`config.mk`:
```
export PLATFORM = sky130hd
export DESIGN_NAME = main_fsm
export DESIGN_NICKNAME = d
export VERILOG_FILES = /design/src/rtl/main_fsm_pkg.sv /design/src/rtl/main_fsm_outdec.sv /design/src/rtl/main_fsm.sv
export SDC_FILE = /design/constraint.sdc
export NUM_CORES = 1
export LEC_CHECK = 0
export ABC_AREA = 1
export ABC_CLOCK_PERIOD_IN_PS = 1100
export BUFFER_PORTS_ARGS = -buffer_cell sky130_fd_sc_hd__buf_4
export CAP_MARGIN = 0
export CORE_AREA = 5 5 42 44
export CTS_CLUSTER_SIZE = 8
export DETAILED_ROUTE_END_ITERATION = 7
export DIE_AREA = 0 0 47 49
export PLACE_DENSITY = 0.65
export SLEW_MARGIN = 10
export SYNTH_ARGS = -nofsm -noshare
export SYNTH_HDL_FRONTEND = slang
export SYNTH_SLANG_ARGS = --single-unit
```
`constraint.sdc`:
```
create_clock -name clk -period 1.1 [get_ports clk]
set_input_delay 0.22 -clock clk [delete_from_list [all_inputs] [get_ports clk]]
set_output_delay 0.22 -clock clk [all_outputs]
set_load 0.02 [all_outputs]
```
`src/rtl/main_fsm_pkg.sv`:
```
// rtl/main_fsm_pkg.sv - state encoding, control word and code constants for main_fsm
package main_fsm_pkg;

  typedef enum logic [3:0] {
    S_FETCH    = 4'd0,
    S_DECODE   = 4'd1,
    S_MEMADR   = 4'd2,
    S_MEMREAD  = 4'd3,
    S_MEMWB    = 4'd4,
    S_MEMWRITE = 4'd5,
    S_EXECUTER = 4'd6,
    S_EXECUTEI = 4'd7,
    S_ALUWB    = 4'd8,
    S_BRANCH   = 4'd9,
    S_UNKNOWN  = 4'd10
  } state_t;

  localparam logic [1:0] SRCA_REG    = 2'b00;
  localparam logic [1:0] SRCA_PC     = 2'b01;
  localparam logic [1:0] SRCA_ALUOUT = 2'b10;

  localparam logic [1:0] SRCB_REG    = 2'b00;
  localparam logic [1:0] SRCB_IMM    = 2'b01;
  localparam logic [1:0] SRCB_FOUR   = 2'b10;

  localparam logic [1:0] RES_ALUOUT  = 2'b00;
  localparam logic [1:0] RES_DATA    = 2'b01;
  localparam logic [1:0] RES_ALU     = 2'b10;

  localparam logic [1:0] OP_DP       = 2'b00;
  localparam logic [1:0] OP_MEM      = 2'b01;
  localparam logic [1:0] OP_BR       = 2'b10;
  localparam logic [1:0] OP_UNDEF    = 2'b11;

  typedef struct packed {
    logic       ir_write;
    logic       adr_src;
    logic [1:0] alu_src_a;
    logic [1:0] alu_src_b;
    logic [1:0] result_src;
    logic       alu_op;
    logic       next_pc;
    logic       reg_w;
    logic       mem_w;
    logic       branch;
  } ctrl_t;

endpackage

```
`src/rtl/main_fsm_outdec.sv`:
```
// rtl/main_fsm_outdec.sv - Moore output decode: state to packed control word
module main_fsm_outdec
  import main_fsm_pkg::*;
(
  input  state_t state_i,
  output ctrl_t  ctrl_o
);

  always_comb begin
    ctrl_o = '0;
    case (state_i)
      S_FETCH: begin
        ctrl_o.ir_write   = 1'b1;
        ctrl_o.next_pc    = 1'b1;
        ctrl_o.alu_src_a  = SRCA_PC;
        ctrl_o.alu_src_b  = SRCB_FOUR;
        ctrl_o.result_src = RES_ALU;
      end
      S_DECODE: begin
        ctrl_o.alu_src_a  = SRCA_PC;
        ctrl_o.alu_src_b  = SRCB_FOUR;
        ctrl_o.result_src = RES_ALU;
      end
      S_MEMADR: begin
        ctrl_o.alu_src_a  = SRCA_REG;
        ctrl_o.alu_src_b  = SRCB_IMM;
      end
      S_MEMREAD: begin
        ctrl_o.adr_src    = 1'b1;
        ctrl_o.result_src = RES_ALUOUT;
      end
      S_MEMWB: begin
        ctrl_o.reg_w      = 1'b1;
        ctrl_o.result_src = RES_DATA;
      end
      S_MEMWRITE: begin
        ctrl_o.mem_w      = 1'b1;
        ctrl_o.adr_src    = 1'b1;
        ctrl_o.result_src = RES_ALUOUT;
      end
      S_EXECUTER: begin
        ctrl_o.alu_src_a  = SRCA_REG;
        ctrl_o.alu_src_b  = SRCB_REG;
        ctrl_o.alu_op     = 1'b1;
      end
      S_EXECUTEI: begin
        ctrl_o.alu_src_a  = SRCA_REG;
        ctrl_o.alu_src_b  = SRCB_IMM;
        ctrl_o.alu_op     = 1'b1;
      end
      S_ALUWB: begin
        ctrl_o.reg_w      = 1'b1;
        ctrl_o.result_src = RES_ALUOUT;
      end
      S_BRANCH: begin
        ctrl_o.branch     = 1'b1;
        ctrl_o.alu_src_a  = SRCA_ALUOUT;
        ctrl_o.alu_src_b  = SRCB_IMM;
        ctrl_o.result_src = RES_ALU;
      end
      default: ctrl_o = '0;
    endcase
  end

endmodule

```
`src/rtl/main_fsm.sv`:
```
// rtl/main_fsm.sv - multicycle processor main control FSM (state register + next state)
// Optional memory wait handshake via MAIN_FSM_WAIT_EN (adds MemReady input).
module main_fsm
  import main_fsm_pkg::*;
(
  input  logic       clk,
  input  logic       reset,
  input  logic [1:0] Op,
  input  logic [5:0] Funct,
`ifdef MAIN_FSM_WAIT_EN
  input  logic       MemReady,
`endif
  output logic       IRWrite,
  output logic       AdrSrc,
  output logic [1:0] ALUSrcA,
  output logic [1:0] ALUSrcB,
  output logic [1:0] ResultSrc,
  output logic       ALUOp,
  output logic       NextPC,
  output logic       RegW,
  output logic       MemW,
  output logic       Branch
);

  state_t state_q, state_d;
  ctrl_t  ctrl;
  logic   mem_ready;
  logic   unused_funct;

`ifdef MAIN_FSM_WAIT_EN
  assign mem_ready = MemReady;
`else
  assign mem_ready = 1'b1;
`endif

  assign unused_funct = ^Funct[4:1];

  always_ff @(posedge clk) begin
    if (reset) state_q <= S_FETCH;
    else       state_q <= state_d;
  end

  always_comb begin
    state_d = state_q;
    case (state_q)
      S_FETCH:    state_d = mem_ready ? S_DECODE : S_FETCH;
      S_DECODE: begin
        case (Op)
          OP_MEM:  state_d = S_MEMADR;
          OP_DP:   state_d = Funct[5] ? S_EXECUTEI : S_EXECUTER;
          OP_BR:   state_d = S_BRANCH;
          default: state_d = S_UNKNOWN;
        endcase
      end
      S_MEMADR:   state_d = Funct[0] ? S_MEMREAD : S_MEMWRITE;
      S_MEMREAD:  state_d = mem_ready ? S_MEMWB : S_MEMREAD;
      S_MEMWB:    state_d = S_FETCH;
      S_MEMWRITE: state_d = mem_ready ? S_FETCH : S_MEMWRITE;
      S_EXECUTER: state_d = S_ALUWB;
      S_EXECUTEI: state_d = S_ALUWB;
      S_ALUWB:    state_d = S_FETCH;
      S_BRANCH:   state_d = S_FETCH;
      S_UNKNOWN:  state_d = S_FETCH;
      default:    state_d = S_FETCH;
    endcase
  end

  main_fsm_outdec u_outdec (
    .state_i (state_q),
    .ctrl_o  (ctrl)
  );

  // A stalled fetch must not load IR or bump PC until the memory delivers.
  assign IRWrite   = ctrl.ir_write & mem_ready;
  assign NextPC    = ctrl.next_pc & mem_ready;
  assign AdrSrc    = ctrl.adr_src;
  assign ALUSrcA   = ctrl.alu_src_a;
  assign ALUSrcB   = ctrl.alu_src_b;
  assign ResultSrc = ctrl.result_src;
  assign ALUOp     = ctrl.alu_op;
  assign RegW      = ctrl.reg_w;
  assign MemW      = ctrl.mem_w;
  assign Branch    = ctrl.branch;

endmodule

```
=== Yosys cells after proc, flatten, opt, wreduce, memory -nomap -nowiden ===
Index checks and enable logic that the tools add are counted.

* Flip-flop bits (word level): 4
* Bits of input ports: 10
* Output and inout port bits: 13
* Logic and storage cells: 32

* Eq/ne operators: 11
* Multiplexer cells: 12
* Reduce and logical (&&, ||, !) cells: 8

{| class="wikitable"
|+ Operators by type and width
! kind !! number
|-
| $pmux 4 s3 || 2
|-
| $pmux 4 s5 || 1
|-
| $eq 4x3->1 const B || 4
|-
| $reduce_or 2->1 || 5
|-
| $eq 4x2->1 const B || 2
|-
| $eq 4x4->1 const B || 2
|-
| $mux 1 || 7
|-
| $eq 4x1->1 const B || 1
|-
| $logic_not 4->1 || 1
|-
| $pmux 2 s2 || 1
|-
| $mux 3 || 1
|-
| $reduce_or 3->1 || 1
|-
| $eq 2x1->1 const B || 1
|-
| $eq 2x2->1 const B || 1
|-
| $logic_not 2->1 || 1
|}

=== Longest topological paths before layout ===
Gate-level depths: netlist (run 1).

* Depth in word-level cells: 3
* Depth in mapped cells: 5

=== By module ===
Synthesis (run 1) repeated with hierarchy kept, for this count alone.

* Cell total of the unflattened synthesis: 66
* Area, all modules: 352.8 um2

{| class="wikitable"
|+ Modules (own cells, without submodules)
! module !! instances !! cells an instance !! area an instance (um2)
|-
| main_fsm || 1 || 33 || 206.4
|-
| main_fsm_outdec || 1 || 33 || 146.4
|}

=== Worst setup path after synthesis (run 1) ===
Ideal clock, no wire load.

* Kind: register to output
* Start: register state_q[1]
* End: output port NextPC
* Data arrival time: 1099 ps
* Data required time: 880 ps
* Setup slack: -219 ps
* Cell stages (with the launch flop): 6
* Buffers on the path: 2
* Cell sequence: dfxtp_1 > buf_6 > inv_2 > nand2_1 > nor2_1 > buf_4

* Cells in the longest elaborated chain, start to end: 2

{| class="wikitable"
|+ RTL lines
! what !! RTL line !! RTL
|-
| start: declaration || main_fsm.sv:25 || <nowiki>state_t state_q, state_d;</nowiki>
|-
| start signal: assignment || main_fsm.sv:40 || <nowiki>else state_q <= state_d;</nowiki>
|-
| $logic_not 4->1 || -- ||
|-
| $mux 1 || -- ||
|-
| end: declaration || main_fsm.sv:19 || <nowiki>output logic NextPC,</nowiki>
|}

No other way between the ends.

=== Worst setup path after layout (run 1) ===
* Start: register state_q[0]
* End: output port ResultSrc[1]

* Cells in the longest elaborated chain, start to end: 3
* Elaborated cells on any way between the ends: 6
* Classes of those cells: eq/ne: 3; mux: 1; reduce/logical: 2

{| class="wikitable"
|+ RTL lines
! what !! RTL line !! RTL
|-
| $eq 4x1->1, or another cell as far along || main_fsm_outdec.sv:11 || <nowiki>case (state_i)</nowiki>
|-
| $reduce_or 3->1 (no line) || -- ||
|-
| $pmux 2 s2 * || main_fsm_outdec.sv:11 ||
|-
| end: declaration || main_fsm.sv:17 || <nowiki>output logic [1:0] ResultSrc,</nowiki>
|}

Every way passes the cells marked *; elsewhere a longest branch is shown, timed or not.

==> results of run 1 <==
==> cell usage after synthesis (2+ instances only) <==
library cell / instances
nor2_2: 2
inv_1: 5
nor2_4: 3
dfxtp_1: 4
nand2_1: 7
nand2_2: 2
o21ai_1: 2
nor2_1: 6
a21oi_2: 3
buf_4: 2
inv_2: 5
a21oi_1: 2
nand3_1: 8
==> area by class of cell <==
type,instances,area share
inverters,10,0.05913
multi-input cells,36,0.3548
well taps,16,0.02783
clock buffers,3,0.03130
repair buffers,33,0.4017
flip-flops and latches,4,0.1252
==> worst paths after layout <==
| path | cells after the start | start | to | slack [ns] |
|---|---|---|---|---|
| max | 5 | state_q[0] | ResultSrc[1] | -0.25 |
| min | 2 | reset | state_q[1] | 0.17 |
| min reg2reg | 3 | state_q[1] | state_q[2] | 0.66 |
| max reg2reg | 6 | state_q[0] | state_q[2] | 0.06 |
==> kinds of logic (layout without fill, tap and decap cells) <==
logic type / count (synthesis) / after routing / share of synthesized area
and+or+nand+nor: 29 / 29 / 0.4532
buffers and inverters: 13 / 46 / 0.1834
AOI/OAI and AO/OA: 7 / 7 / 0.1331
DFF: 4 / 4 / 0.2302
==> what timing repair did <==
action                                  CTS  global route
pin swaps                                 2             7
setup buffers                             3             6
gates resized for setup                  18            11
endpoints found under the setup margin   13            17
==> routing by layer <==
layer | GRT usage | vias to the layer above | wire (µm)
met5 | 0 | - | 0
met4 | 0.09677 | 0 | 26
met3 | 0.01845 | 4 | 97
met2 | 0.1765 | 20 | 566
met1 | 0.08609 | 186 | 370
li1 | - | 230 | -
==> power by group <==
part	total (mW)	switching (mW)	internal, mW
logic	0.466	0.233	0.234
registers	0.182	0.0216	0.160
clock network	0.180	0.0580	0.122
==> worst max-delay path, cell delays in order, from the launching register on <==
cell	delay, ns
dfxtp_2	0.34
inv_4	0.05
nor2_4	0.15
nand3_2	0.13
o21ai_2	0.08
buf_4	0.15
==> results, run 1 <==
- The count of standard-cell rows is 14.
- During I/O placement, the number of pins put on the boundary was 23.
- TritonCTS built the clock tree.
- Counting flops with a built-in enable in the synthesized netlist gives 0.
- Detailed placement finished with a half-perimeter wire length of 729.2 µm.
- The average instance area after synthesis is 6.563 µm².
- In this run the cell area of the synthesized design comes to 347.8 µm².
- The worst hold margin is 0.1737 ns.
- The number of clock sinks seen by CTS is 4.
- The number of nets in the final layout is 98.
- The end-of-flow core utilization is 0.5134.
- The final routed wire length divided by cell count is about 10 µm.
- The flow ran to the end, but the final reports show violations.
- The count of maximum capacitance violations is 0.
- The number of slew-limit violations in the final report is 0.
- The most common cell after layout, fill and taps aside is buf_4.
- For this configuration, the core starts out at a cell density of 0.2482.
- Derived from the worst setup path, the maximum achievable clock frequency is 738.0 MHz.
- The tightest slew margin relative to the limit is 0.9059.
- The die is 47 µm wide.
- The number of buffers on the longest clock path is 2.
- The detailed-router iteration count before antenna repair is 4.
- The setup slack at placement is -0.03175 ns.
- In the post-synthesis netlist, the biggest area contributors are dfxtp_1 (23%), nand3_1 (12%), nor2_4 (9.7%).
- The number of antenna violations at the first check in global routing came to 0.
- Setup repair after global routing could not meet its margin everywhere.
- The floorplan step defined a die boundary enclosing 2303 µm².
- For this block, the via count after detailed routing is 440.
- The number of clock buffers inserted by TritonCTS is 3.
- The setup skew after layout is 0.002737 ns.
- The path class of the tightest hold or removal check is input pin to register.
- The startpoint type of the worst setup path is a register.
- Summing all placed instances gives a cell area of roughly 550 µm².
- The checks that failed: setup timing.
- The biggest area contributor in the post-synthesis netlist is dfxtp_1.
- The areal power density over the cells is 1151 nW/µm².
- Port buffering added 18 buffers.
- Of the available clock period, the critical path in the final layout requires 1.232.
- STA classifies the critical path endpoint as an output port.
- The largest registers in the layout are state_q x4.
- The height of the die is slightly below 50 µm.
- Fill cells in the final layout number 135.
- For this run, the number of standard cells in the final layout without fillers is 102.
- state_q holds more flip-flops than any other register.
- The synthesis-stage register bit count is 4.
- The signed area change from the synthesized netlist to the final layout is 106.8%.
- In the final layout, flip-flops and latches occupy 90.09 µm².
- The number of remaining DRC errors is 0.
- The proportion of netlist area held by the largest area contributor is 0.2302.
- The library cell used as clock root buffer is clkbuf_4.
- The slew at the pin with the worst max-slew slack is ~0.14 ns.
- The distinct cell type count of the synthesized netlist is 15.
- The part of the Yosys area used for sequential elements is 0.2302.
- For this run, asynchronously set or reset flops after synthesis account for 0.
- The design draws 0.8283 mW.
- The largest vdd supply drop is 0.3945 mV.
- For the final routed database, the setup TNS stands at -2.680 ns.
- The area of the core region is about 1400 µm².
- The number of antenna diodes is 0.
- The clock latency at the later pin of the worst-skew pair is 0.23 ns.
- The placed instance count is slightly above 90.
- The endpoint arrival time on the critical path is 1.13 ns.
- The finished cells cover between 700 and 800 µm².
- In the synthesized netlist the dominant register cell turns out to be dfxtp_1.
- Routability-driven placement finished with a final weighted congestion of 0.7937.
- The worst path required time is about 0.9 ns.
- The reported leakage power is roughly 0.36 nW.
- The total count of hold-check failures in the final report is 0.
- By startpoint and endpoint, the worst setup path is classified as register to output port.
- The clock period minus final worst setup slack is 1.355 ns.
- The final layout contains routed wiring with a total length of 1.061 mm.
- Along the worst path, the maximum fanout reaches 4.
- Dividing the detail-routed via count by the number of cells gives 4.314.
- The total of endpoints with negative setup slack in the final report is 13.
- The first-iteration detailed-routing DRC count is 5.
- The synthesized instance count is 53.
- The cts-stage hold buffer count is 0.
- The via count of the first global-routing pass came to roughly 410.
- The number of flip-flops in the largest register is 4.
- The area occupied by multi-input gates is 255.2 µm².
- CTS built an H-tree with a depth of 1.
- The maximum number of pins on one net before global-route repair is 7.
- After global routing the overflow that remains totals 0.
- The detail route stage leaves a number of antenna-violating nets equal to 0.
- The wire length of the first global-routing pass is 1.642 mm.
- In the final layout, the share of cells above drive strength 1 is 0.7791.
- Counting every net in the synthesized netlist gives 63.
- Yosys printed 0 warnings.
- The total global routing track utilization is 0.1008.
- Leaving out fill and tap cells, the most frequent cells in the layout are buf_4 (22), buf_6 (11), nand2_1 (6).
- The clock slew seen by the registers of the worst setup and hold paths is 0.04 ns.
- After layout, the worst setup slack is -0.2550 ns.
(Power assumes the default switching activity.)
==> inputs of run 2 (changes only) <==
- CTS_CLUSTER_SIZE: 8 -> not set
- PLACE_DENSITY: 0.65 -> 0.66
- SYNTH_HIERARCHICAL: not set -> 1
==> results, run 2 <==
- The total of endpoints with negative setup slack in the final report is 13 (unchanged).
- The library cell with the highest instance count after synthesis is nor2_1.
- The critical path launch point is state_q[2].
- The launching point of the worst reg2reg path is state_q[0].
- The largest area contributor in the netlist is dfxtp_1.
- The count of nets left with antenna violations after detail routing was 0 (unchanged).
- The post-route worst setup slack came to -0.1794 ns (+0.07557 ns).
- The areal power density over the cells was 1202 nW/µm² (+4.4%).
- The cts-stage hold buffer count is 0 (unchanged).
- The number of antenna violations at the first check in global routing is 0 (unchanged).
- The largest vdd supply drop is 0.6470 mV (+64%).
- The clock slew seen by the registers of the worst setup and hold paths is 0.03 ns (about the same).
- The number of buffer cells added on primary ports is 18 (unchanged).
- The first-iteration detailed-routing DRC count came to 9 (+4).
- The type of element capturing the critical path is an output port.
- The number of remaining DRC errors is 0 (unchanged).
- The number of warnings reported in the yosys synthesis log is 6 (+6).
- The effective utilization at floorplan is 0.2518 (+0.003571).
- The number of nets in the final layout is 103 (+5.1%).
- The via count of the first global-routing pass is 417 (+1.2%).
- The proportion of netlist area held by the largest area contributor is 0.2270 (-0.003265).
- The number of levels in the clock H-tree is 1 (unchanged).
- The number of synthesized flops with an enable pin is 0 (unchanged).
- The worst path required time came to 0.88 ns (about the same).
- The most common cell after layout, fill and taps aside is buf_4.
- The wire length of the first global-routing pass is 1.559 mm (-5.1%).
- The predominant post-synthesis flop cell is dfxtp_1.
- The area enclosed by the die boundary is 2303 µm² (unchanged).
- The area of all sequential standard cells is 95.09 µm² (+5.6%).
- The netlist area before placement is 352.8 µm² (+1.4%).
- The post-route clock period utilization is 1.163 (-0.06870).
- The count of standard-cell rows was 14 (unchanged).
- The wire length on met2 is 497 µm (-12%).
- The number of antenna diodes is 0 (unchanged).
- The aggregate routed wire length is 888 µm (-16%).
- The highest layer used for signal routing is met3.
- The checks that failed: setup timing.
- The setup skew after layout was 0.003569 ns (+0.0008325 ns).
- The number of slew-limit violations in the final report is 0 (unchanged).
- The last weighted congestion value of the routability-driven placer is 0.7558 (-4.8%).
- The run finished, with violations left.
- The area of the core region is 1401 µm² (unchanged).
- The placed wire-length estimate came to 740.3 µm (+1.5%).
- The instance area after placement is 546.8 µm² (-0.91%).
- The final routed wire length divided by cell count is 8.299 µm (-20%).
- The reported leakage power is 0.3422 nW (-4.1%).
- In this run the clock root is driven by a clkbuf_4.
- The met3 wire length came to 59 µm (-39%).
- The endpoint arrival time on the critical path is 1.06 ns (-0.07 ns).
- The setup TNS is -1.961 ns (+0.7184 ns).
- The synthesized instance count is 66 (+25%).
- The detailed-router iteration count before antenna repair is 2 (-2).
- The logic depth of the worst register-to-register path is 5 (-1).
- The number of buffers on the longest clock path is 2 (unchanged).
- The clock latency at the later pin of the worst-skew pair is 0.23 ns (about the same).
- The maximum number of pins on one net before global-route repair is 8 (+1).
- The end-of-flow core utilization was 0.4652 (-0.04821).
- Counting flops per register, the top entry is state_q.
- Compared with the post-synthesis result, the final layout area differs by 84.75%.
- The filler cell count was 151 (+12%).
- The die outline width is 47 µm (unchanged).
- The largest registers in the layout are state_q x4.
- The total count of hold-check failures in the final report is 0 (unchanged).
- TritonCTS built the clock tree.
- The number of clock buffers inserted by TritonCTS is 3 (unchanged).
- The worst hold path class is input pin to register.
- The share of flip-flops with an asynchronous set or reset is 0 (unchanged).
- The area of all placed cells without fillers is 651.9 µm² (-9.4%).
- The tightest slew margin relative to the limit came to 0.8892 (-0.01669).
- The total grt overflow is 0 (unchanged).
- In the layout the commonest cells are buf_4 (15), nand2_1 (13), nor2_1 (10), buf_6 (9).
- The synthesized net count is 76 (+21%).
- The part of the Yosys area used for sequential elements is 0.2270 (-0.003265).
- The clock period minus final worst setup slack was 1.279 ns (-0.07557 ns).
- The slew at the pin with the worst max-slew slack is 0.1660 ns (+0.02519 ns).
- The routed metal-1 wirelength came to 331 µm (-11%).
- The average via count per standard cell was 4.252 (-1.4%).
- The setup path with the least slack is of type register to output port.
- The area occupied by multi-input gates came to 247.7 µm² (-2.9%).
- The startpoint type of the worst setup path is a register.
- The destination of the worst register-to-register timing path is state_q[2].
- The number of flip-flops in the largest register came to 4 (unchanged).
- The largest fanout on the critical path came to 5 (+1).
- The height of the die is 49 µm (unchanged).
- The setup slack at placement was 0.002007 ns (+0.03376 ns).
- The distinct cell type count of the synthesized netlist is 14 (-1).
- The count of maximum capacitance violations was 0 (unchanged).
- The total global routing track utilization is 0.09008 (-0.01077).
- The average instance area after synthesis is 5.346 µm² (-19%).
- The worst reg-to-reg setup slack is 0.07 ns (about the same).
- The synthesis-stage register bit count is 4 (unchanged).
- The total number of vias is 455 (+3.4%).
- The fraction of layout instances using a drive strength above 1 is 0.5714 (-0.2076).
- Setup repair after global routing could not meet its margin everywhere.
- Following the worst setup path forward leads to its endpoint at ResultSrc[1].
- The count of pins on the block boundary is 23 (unchanged).
- By count the netlist is led by nor2_1 (18), nand2_1 (14), inv_1 (11).
- The number of clock sinks seen by CTS was 4 (unchanged).
- In the post-synthesis netlist, the biggest area contributors are dfxtp_1 (23%), nor2_1 (19%), nand2_1 (15%).
- The maximum frequency from static timing analysis is 781.6 MHz (+5.9%).
[run 2: logic make-up (layout without fill, tap and decap cells)]
logic type | Yosys count | count (layout) | synth area share
and+or+nand+nor | 39 | 39 | 0.4610
buffers and inverters | 16 | 41 | 0.1915
AOI/OAI and AO/OA | 7 | 7 | 0.1206
DFF | 4 | 4 | 0.2270
[run 2: layout make-up]
cell class,count,area share
Inverter,14,0.08061
Multi-Input combinational cell,46,0.3800
Clock buffer,3,0.03455
Timing Repair Buffer,24,0.3282
Sequential cell,4,0.1459
Tap cell,16,0.03071
[run 2: layer usage]
metal	vias up	global-route usage
li1	250	-
met1	192	0.09649
met2	13	0.1561
met3	0	0.03321
met4	0	0.02765
met5	-	0
[run 2: worst max-delay path: stages, from the launching register on]
cell     delay (ns)
dfxtp_4        0.36
nor2_4         0.13
inv_2          0.08
o21ai_2        0.13
buf_6          0.13
[run 2: power breakdown]
| part | switching (mW) | leakage, nW | total [mW] | internal [mW] |
|---|---|---|---|---|
| combinational | 0.221 | 0.293 | 0.420 | 0.199 |
| sequential | 0.0241 | 0.0356 | 0.185 | 0.161 |
| clock | 0.0568 | 0.0138 | 0.179 | 0.122 |
[run 2: through the flow]
step / power [mW] / cells / hold WS, ns
global route: 0.8476 / 107 / 0.1616
floorplan: 0.4226 / 66 / 0.2751
finish: 0.7835 / 107 / 0.1672
detailed placement: 0.5385 / 102 / 0.4067
CTS: 0.7704 / 106 / 0.1571
global placement: 0.5358 / 102 / 0.4010
[run 2: repair_timing]
action,in CTS,in global routing
pin swaps,5,0
gates resized for setup,18,6
setup endpoints to repair,13,16
setup buffers,1,1
cloned,0,0
[run 2: how the worst min path moves through the flow]
stage / startpoint / endpoint / slack [ns] / cells past startpoint
3_5_place_dp: reset / state_q[2] / 0.41 / 2
3_3_place_gp: reset / state_q[2] / 0.40 / 2
4_1_cts: reset / state_q[2] / 0.16 / 2
6_report: reset / state_q[2] / 0.17 / 2
5_1_grt: reset / state_q[2] / 0.16 / 2
2_1_floorplan: reset / state_q[2] / 0.28 / 1
==> inputs of run 3 (changes only) <==
- ABC_AREA: 1 -> not set
- CORE_AREA: 5 5 42 44 -> not set
- CORE_MARGIN: not set -> 5
- CORE_UTILIZATION: not set -> 25
- DIE_AREA: 0 0 47 49 -> not set
- PLACE_DENSITY: 0.66 -> 0.64
==> results, run 3 <==
- The power dissipated by switching net loads is 0.3091 mW (+2.5%).
- The average instance area after synthesis came to 8.383 µm² (+57%).
- The adder and majority gate portion of the synthesized area was 0 (unchanged).
- The fraction of synthesized area in multiplexers is 0 (unchanged).
- The worst path required time is 0.88 ns (about the same).
- The largest registers in the layout are state_q x4.
- Relative to the synthesized area, the layout overhead comes to 150.0%.
- Counting flops per register, the top entry is state_q.
- The total global routing track utilization is 0.1128 (+0.02270).
- The synthesized net count is 50 (-34%).
- The parity-gate share of the synthesized area counting xor and xnor cells came to 0.05224 (+0.05224).
- The proportion of netlist area held by the largest area contributor came to 0.2388 (+0.01186).
- The maximum frequency from static timing analysis is 691.5 MHz (-12%).
- The cell-internal power is 0.5468 mW (+13%).
- Among all cell types in the netlist, the one instantiated most often is nor3_1.
- The fraction of power spent switching nets is 0.3612 (-0.02384).
- The worst setup path is launched from a register.
- The area enclosed by the die boundary is 2174 µm² (-5.6%).
- The share of flip-flops with an asynchronous set or reset is 0 (unchanged).
- The total grt overflow is 0 (unchanged).
- The largest fanout on the critical path is 5 (unchanged).
- The number of antenna violations at the first check in global routing is 0 (unchanged).
- The CTS tree is built.
- The synthesis-stage register bit count is 4 (unchanged).
- The distinct cell type count of the synthesized netlist is 21 (+7).
- The complex-gate fraction of the synthesized area is 0.1306 (+0.01003).
- The number of buffer cells added on primary ports is 18 (unchanged).
- The number of nets in the final layout was 85 (-17%).
- The checks that failed: setup timing.
- The fraction of layout instances using a drive strength above 1 is 0.8630 (+0.2916).
- The clock period minus final worst setup slack is 1.446 ns (+0.1667 ns).
- The endpoint arrival time on the critical path was 1.23 ns (+0.17 ns).
- The last weighted congestion value of the routability-driven placer is 0.6706 (-11%).
- The post-route clock period utilization is 1.315 (+0.1516).
- The final routed wire length divided by cell count is 12.34 µm (+49%).
- The reported leakage power came to 0.3414 nW (-0.23%).
- The number of warnings reported in the yosys synthesis log is 6 (unchanged).
- The wire length of the first global-routing pass is 1.662 mm (+6.6%).
- The areal power density over the cells is 1021 nW/µm² (-15%).
- The met3 track utilization from global routing came to 0.02344 (-0.009773).
- The critical path class is register to output port.
- The count of pins on the block boundary is 23 (unchanged).
- The final cell count without fillers is 88 (-18%).
- The netlist area before placement is 335.3 µm² (-5.0%).
- The area of the core region is 1285 µm² (-8.3%).
- The number of remaining DRC errors is 0 (unchanged).
- For this run, the leading register cell type out of synthesis is dfxtp_1.
- The largest vdd supply drop is 0.5041 mV (-22%).
- The clock latency at the later pin of the worst-skew pair is 0.24 ns (about the same).
- The first-iteration detailed-routing DRC count is 6 (-3).
- The clock slew seen by the registers of the worst setup and hold paths is 0.04 ns (about the same).
- Leaving out fill and tap cells, the most frequent cells in the layout are buf_4 (16), buf_6 (16), nor3_4 (5), dfxtp_4 (4).
- met2 is the most crowded layer.
- The height of the die is 46.63 µm (-4.8%).
- The number of antenna diodes is 0 (unchanged).
- The proportion of power drawn by the clock network was 0.214 (-0.014).
- The combinational cell fraction of total power is 0.578 (+0.042).
- The number of buffers on the longest clock path was 2 (unchanged).
- The placed wire-length estimate is 696.1 µm (-6.0%).
- The number of flip-flops in the largest register is 4 (unchanged).
- The synthesized instance count was 40 (-39%).
- The effective utilization at floorplan was 0.2610 (+0.009169).
- The part of the Yosys area used for sequential elements is 0.2388 (+0.01186).
- The count of maximum capacitance violations is 0 (unchanged).
- The global routing usage on met1 is 0.1019 (+0.005361).
- After synthesis, the largest family of logic cells by area is simple AND/OR/NAND/NOR gates.
- The tightest slew margin relative to the limit is 0.8377 (-0.05155).
- The placed instance count is 78 (-24%).
- The setup skew after layout is 0.002726 ns (-0.0008429 ns).
- The run finished, with violations left.
- The number of clock sinks seen by CTS is 4 (unchanged).
- The post-route worst setup slack was -0.3461 ns (-0.1667 ns).
- The total power consumption of the routed design is 0.8559 mW (+9.2%).
- The number of synthesized flops with an enable pin is 0 (unchanged).
- The count of nets left with antenna violations after detail routing is 0 (unchanged).
- After synthesis, the cell types taking the most area are dfxtp_1 (24%), nor3_1 (9.0%), buf_4 (9.0%).
- Of all cell types, the one taking the most synthesized area is dfxtp_1.
- The average via count per standard cell was 4.977 (+17%).
- The logic depth of the worst register-to-register path is 5 (unchanged).
- The slew at the pin with the worst max-slew slack came to 0.2401 ns (+0.07412 ns).
- The worst setup path is captured at an output port.
- The met2 usage in global routing is 0.2143 (+0.05818).
- The simple logic cell fraction of the synthesized area is 0.4440 (-0.01696).
- The detailed-router iteration count before antenna repair was 2 (unchanged).
- The aggregate routed wire length is 1.086 mm (+22%).
- The total number of vias is 438 (-3.7%).
- By count the netlist is led by nor3_1 (6), buf_4 (4), dfxtp_1 (4).
- The total count of hold-check failures in the final report is 0 (unchanged).
- The setup TNS is -3.686 ns (-1.725 ns).
- The maximum number of pins on one net before global-route repair was 8 (unchanged).
- The library cell used as clock root buffer is clkbuf_4.
- The sequential cell fraction of total power was 0.209 (-0.027).
- The count of standard-cell rows is 13 (-1).
- The total of endpoints with negative setup slack in the final report came to 14 (+1).
- The cell count of the worst hold path came to 2 (unchanged).
- The number of slew-limit violations in the final report is 0 (unchanged).
- The worst hold path class is input pin to register.
- The die outline width is 46.63 µm (-0.80%).
- The number of levels in the clock H-tree came to 1 (unchanged).
- The via count of the first global-routing pass is 438 (+5.0%).
- The number of clock buffers inserted by TritonCTS was 3 (unchanged).
- The setup slack at placement is -0.1794 ns (-0.1814 ns).
- Setup repair after global routing could not meet its margin everywhere.
-- run 3: cell count changes after synthesis, sizes merged, moves of 2 or more --
| cell | change |
|---|---|
| buf | +3 |
| inv | -13 |
| nand2b | +3 |
| xnor2 | +2 |
| nand3b | +2 |
| o21ai | -2 |
| nand2 | -15 |
| nand3 | -5 |
| and4bb | +2 |
| nor3 | +6 |
| nor2 | -16 |
-- run 3: final cells by class --
type | instances | area (µm²)
inverters | 1 | 3.754
clock buffers | 3 | 22.52
repair buffers | 35 | 345.3
multi-input cells | 30 | 352.8
well taps | 15 | 18.77
fillers | 114 | 446.7
flip-flops and latches | 4 | 95.09
-- run 3: worst max-delay path, cell delays in order (launching register included) --
cell and delay, ns:
dfxtp_4 0.36, and3b_4 0.20, a211o_1 0.29, buf_6 0.13
-- run 3: metal layers --
layer / up-vias / share of wire
li1: 218 / -
met1: 204 / 0.30
met2: 14 / 0.61
met3: 2 / 0.085
met4: 0 / 0.0037
met5: - / 0
-- run 3: path summary, 6_finish.rpt --
kind,start,endpoint,slack [ns]
max,state_q[3],ALUSrcB[0],-0.35
min,reset,state_q[3],0.15
max reg2reg,state_q[0],state_q[3],-0.02
min reg2reg,state_q[3],state_q[3],0.55
-- run 3: repair_timing --
item,CTS,global route
hold endpoints to repair,0,0
gates resized for setup,25,16
setup buffers,7,2
pin swaps,5,2
hold buffers,0,0
endpoints found under the setup margin,13,17
-- run 3: power groups by stage --
stage          clock network (mW)  registers (mW)  logic (mW)
6_report                    0.183           0.178       0.495
5_1_grt                     0.195           0.182       0.524
4_1_cts                     0.192           0.179       0.443
3_5_place_dp                    0           0.179       0.366
3_3_place_gp                    0           0.179       0.363
2_1_floorplan                   0           0.189       0.240
-- run 3: cells by family after synthesis --
kind of cell	count (synthesis)
buffers and inverters	6
xor gates and xnor gates	2
and+or+nand+nor	21
DFF	4
AOI/OAI and AO/OA	7
-- run 3: per-stage QoR --
step,instance area (µm²),hold slack [ns],utilization
after floorplan,416.7,0.2968,-
after global placement,596.8,0.3941,0.4645
final,838.3,0.1502,0.6524
after detailed placement,596.8,0.3981,0.4645
after global routing,838.3,0.1486,0.6524
after CTS,759.5,0.1397,0.5910
